File: src/rtl/fc_ifmap_feeder.sv
// fc_ifmap_feeder: streams one activation vector into the FC PE chain; FC_FEEDER_DRAIN_EN adds a FC_SIZE-cycle drain.
module fc_ifmap_feeder #(
  parameter int FC_SIZE = 128,
  parameter int CNT_W = 8
) (
  input  logic             clk,
  input  logic             rst,
  input  logic             start_i,
  input  logic [CNT_W-1:0] len_i,
  input  logic             src_valid_i,
  input  logic [7:0]       src_data_i,
  output logic             src_ready_o,
  output logic [7:0]       ifmap_o,
  output logic             pe_load_o,
  output logic             busy_o,
  output logic             done_o,
  output logic             underflow_o
);
  typedef enum logic [2:0] {IDLE, LOAD, STREAM, DRAIN, DONE} state_t;
  state_t state, state_n;
  logic [CNT_W-1:0] len_q, cnt;
  logic acc;
  assign acc = src_ready_o & src_valid_i;
`ifdef FC_FEEDER_DRAIN_EN
  logic [CNT_W-1:0] dcnt;
  logic drain_end;
  assign drain_end = dcnt == CNT_W'(FC_SIZE - 1);
`endif
  always_comb begin
    state_n = state;
    case (state)
      IDLE:    state_n = start_i ? LOAD : IDLE;
      LOAD:    state_n = STREAM;
`ifdef FC_FEEDER_DRAIN_EN
      STREAM:  state_n = (acc && cnt == len_q) ? DRAIN : STREAM;
      DRAIN:   state_n = drain_end ? DONE : DRAIN;
`else
      STREAM:  state_n = (acc && cnt == len_q) ? DONE : STREAM;
`endif
      DONE:    state_n = IDLE;
      default: state_n = IDLE;
    endcase
  end
  // Outputs are registered from the next state so they line up with the state register.
  always_ff @(posedge clk) begin
    if (rst) begin
      state       <= IDLE;
      len_q       <= '0;
      cnt         <= '0;
      src_ready_o <= 1'b0;
      ifmap_o     <= '0;
      pe_load_o   <= 1'b0;
      busy_o      <= 1'b0;
      done_o      <= 1'b0;
      underflow_o <= 1'b0;
    end else begin
      state       <= state_n;
      src_ready_o <= state_n == STREAM;
      pe_load_o   <= state_n == LOAD;
      busy_o      <= state_n == LOAD || state_n == STREAM || state_n == DRAIN;
      done_o      <= state_n == DONE;
      ifmap_o     <= acc ? src_data_i : 8'h00;
      if (state == IDLE && start_i) begin
        len_q       <= len_i;
        cnt         <= '0;
        underflow_o <= 1'b0;
      end else begin
        if (acc) cnt <= cnt + 1'b1;
        if (src_ready_o && !src_valid_i) underflow_o <= 1'b1;
      end
    end
  end
`ifdef FC_FEEDER_DRAIN_EN
  always_ff @(posedge clk) begin
    if (rst) dcnt <= '0;
    else dcnt <= (state == DRAIN) ? dcnt + 1'b1 : '0;
  end
`endif
endmodule

File: config.mk
export PLATFORM = sky130hd
export DESIGN_NAME = fc_ifmap_feeder
export DESIGN_NICKNAME = d
export VERILOG_FILES = /design/src/rtl/fc_ifmap_feeder.sv
export SDC_FILE = /design/constraint.sdc
export NUM_CORES = 1
export LEC_CHECK = 0
export CAP_MARGIN = 5
export CORE_MARGIN = 2
export CORE_UTILIZATION = 50
export CTS_CLUSTER_SIZE = 25
export DETAILED_ROUTE_END_ITERATION = 7
export PLACE_DENSITY = 0.9
export SLEW_MARGIN = 20
export SYNTH_ARGS = -nofsm -noshare
export SYNTH_HDL_FRONTEND = slang
export SYNTH_SLANG_ARGS = --single-unit
File: constraint.sdc
create_clock -name clk -period 2.3 [get_ports clk]
set_clock_uncertainty 0.2 [all_clocks]
set_input_delay 0.575 -clock clk [delete_from_list [all_inputs] [get_ports clk]]
set_output_delay 0.575 -clock clk [all_outputs]
set_load 0.01 [all_outputs]
==> results.py <==
metrics = {
    "route": {
        "drc_errors": 0,
        "wl_met1_mm": 1.13,
        "drt-total-wl_mm": 2.65,
        "avgRoutedWirePerCell_microns": 13.3,
        "antenna_left": 0,
        "wl_met2_mm": 1.30,
        "drtIter0Drc": 21,
        "viasPerCell": 5.16,
        "drtPass1Iterations": 4,
        "dr.max_layer_used": "met4",
        "wl_met3_microns": 121,
        "vias": 1026,
    },
    "synth": {
        "yosysUniqueCellTypes": 23,
        "synth.largest_area_cell": "dfxtp_1",
        "synth-seq-cells": 32,
        "yosys-top-cells-area": "dfxtp_1, nand2_1, xor2_1, and2_1, a21oi_1",
        "syn_inst": 134,
        "synthesis.area_sq_um": 1260,
        "syn_area_per_cell_sq_um": 9.41,
        "synth_seq_area_share_pct": 50.8,
        "yosys_warnings": 0,
        "yosysTopAreaCellShare_pct": 50.8,
        "synth_fp_nets": 155,
    },
    "timing": {
        "fmax_ghz": 0.490,
        "setup_viol": 0,
        "maxSlewHeadroom_pct": 69.1,
        "finalCriticalPeriod_ns": 2.04,
        "max_slew.worst_pin.slew_ns": 0.460,
        "hold_viol": 0,
        "finalCritPeriodShare_pct": 88.8,
        "tns_ns": 0,
        "rsz0062_at_grt": "no",
        "slew_viol_final": 0,
    },
    "clock_tree": {
        "cts_tree": "done",
        "post_cts_resized": 0,
        "cts_buffers": 5,
        "cts-root-buf": "clkbuf_4",
        "post_cts_buffers": 0,
        "clk_pin_slew_worst_paths_ns": 0.10,
        "htreeDepth": 2,
        "clk_latency_ns": 0.34,
        "cts_hold_buf": 0,
        "clock_path_buffers": 2,
        "cts.sinks": 32,
    },
    "die": {
        "core_sq_um": 2430,
        "dieArea_sq_um": 2940,
        "die_y_microns": 54.2,
        "io-pin-count": 33,
        "fp.dieW_microns": 54.2,
        "initial_core_util_pct": 51.9,
        "rows": 18,
    },
    "critical_path": {
        "r2r_end": "cnt[2]$_SDFFE_PP0N_",
        "arrival_ns": 1.27,
        "critPathLaunchType": "flip-flop",
        "cp_top_family": "buffers and inverters",
        "rrSetupSlack_ns": 0.64,
        "cp.depth": 1,
        "worstPathRequired_ns": 1.52,
        "critPathCapture": "src_ready_o",
        "critPathKind": "reg -> out",
        "cp_cell_sequence": "clkdlybuf4s50_1",
        "crit_path_end_kind": "output port",
        "crit_path_start": "src_ready_o$_SDFF_PP0_",
        "crit_buf_inv": 1,
        "crit_fanout": 4,
        "reg2reg_depth": 3,
        "crit_path_max_incr_delay_ns": 0.55,
        "r2r-start": "state[1]$_SDFF_PP0_",
        "cp_slowest_cell": "clkdlybuf4s50_1",
    },
    "global_routing": {
        "antenna_found_initial": 0,
        "grt_use_total_pct": 20.4,
        "grt_max_degree": 12,
        "grt_pass1_wl_mm": 4.11,
        "grt_pass1_vias": 940,
        "overflow": 0,
    },
    "pwr": {
        "cellLeakagePower_nw": 0.668,
        "p_total_w": 0.00122,
        "ir_drop_uv": 611,
        "power_per_cell_area_nw_per_um2": 729,
    },
    "min_path": {
        "min_from": "len_q[4]$_SDFFE_PP0N_",
        "hold_path.class": "reg -> reg",
    },
    "layout": {
        "regArea_sq_um": 641,
        "multi_input_area_sq_um": 561,
        "fin_nets": 189,
        "syn_to_final_growth_pct": 32.3,
        "layout-drive-gt1-share_pct": 7.69,
        "final_util_pct": 68.6,
        "fill_cells": 177,
        "n_antenna_cell": 0,
    },
    "flow_run": {
        "cap_violations": 0,
    },
    "place": {
        "port_buffers": 32,
        "dp_hpwl_mm": 1.96,
        "routabilityCongestion": 0.793,
    },
    "run_status": {
        "outcome": "finished clean",
    },
}
registers in the layout (all words and copies together) (netlist names):
register and count:
ifmap_o 8, busy_o 1, underflow_o 1, src_ready_o 1, len_q 8, cnt 8
pe_load_o 1, state 3, done_o 1
placed cells by master, fill, tap and decap left out:
cell type and instances:
dfxtp_1 32, clkdlybuf4s50_1 32, nand2_1 24, nor2_1 13, and2_1 11, a21oi_1 11, xor2_1 10, xnor2_1 5
clkbuf_4 5, nand4_1 4, a31oi_1 3, inv_1 2, and3_1 2, nor3_1 2, clkbuf_8 2, or2b_1 1
o21ai_0 1, nor4_2 1, a211o_1 1, or4b_4 1, nor4b_4 1, nand2b_2 1, nand3b_1 1, ha_1 1
bufinv_16 1, buf_4 1
worst min-delay path by stage:
stage               depth (start not counted)                       end  slack [ns]
finish                                      2     len_q[4]$_SDFFE_PP0N_        0.28
global route                                2     len_q[1]$_SDFFE_PP0N_        0.30
CTS                                         2     len_q[4]$_SDFFE_PP0N_        0.28
detailed placement                          2     len_q[4]$_SDFFE_PP0N_        0.27
global placement                            2  underflow_o$_SDFFE_PP0P_        0.26
floorplan                                   2     len_q[6]$_SDFFE_PP0N_        0.25
cells in the mapped netlist:
cell and n:
and2_1 11, nor3_1 2, xnor2_1 5, and3_1 2
nand4_1 4, inv_1 2, nand2b_2 1, nand2_1 24
a211o_1 1, or2b_1 1, nor2_1 13, a21oi_1 11
o21ai_0 1, a31oi_1 3, dfxtp_1 32, or4b_4 1
ha_1 1, nor4b_4 1, nor4_2 1, xor2_1 10
clkbuf_1 2, buf_6 4, nand3b_1 1
layout make-up:
cell class	instances	share of cell area, %
well taps	30	2.25
clock inverters	1	1.80
inverters	2	0.450
flip-flops and latches	32	38.4
multi-input cells	94	33.6
repair buffers	33	19.6
clock buffers	7	3.90
worst register-to-register path, stage by stage, from the launching register on:
cell and delay (ns):
dfxtp_1 0.42, or4b_4 0.64, nand2b_2 0.21, nor2_1 0.08
metrics by stage:
step	hold slack [ns]	area, sq um	cells	worst slack (ns)
after floorplan	0.246	1260	134	0.688
after global placement	0.255	1570	191	0.108
after detailed placement	0.269	1570	191	0.0569
after CTS	0.283	1670	199	0.248
after global routing	0.299	1670	199	0.223
final	0.280	1670	199	0.258
cell families after synthesis:
| group | Yosys count | share of synthesized area (%) |
|---|---|---|
| adders and majority gates | 1 | 0.992 |
| xor gates and xnor gates | 15 | 10.4 |
| AOI/OAI and AO/OA | 16 | 6.94 |
| DFF | 32 | 50.8 |
| buffers and inverters | 8 | 4.76 |
| and+or+nand+nor | 62 | 26.1 |
where the power goes:
| part | switching, W | internal (W) | total, W | leakage (nW) |
|---|---|---|---|---|
| clock network | 0.000192 | 0.000288 | 0.000480 | 0.0515 |
| registers | 0.0000199 | 0.000577 | 0.000596 | 0.260 |
| logic | 0.0000631 | 0.0000772 | 0.000140 | 0.356 |
per-layer routing:
metal	global-route usage [%]	up-vias
met5	0	-
met4	15.4	0
met3	6.28	10
met2	31.3	28
met1	23.8	479
li1	-	509
Note: power is estimated with default switching activity, not from simulation.
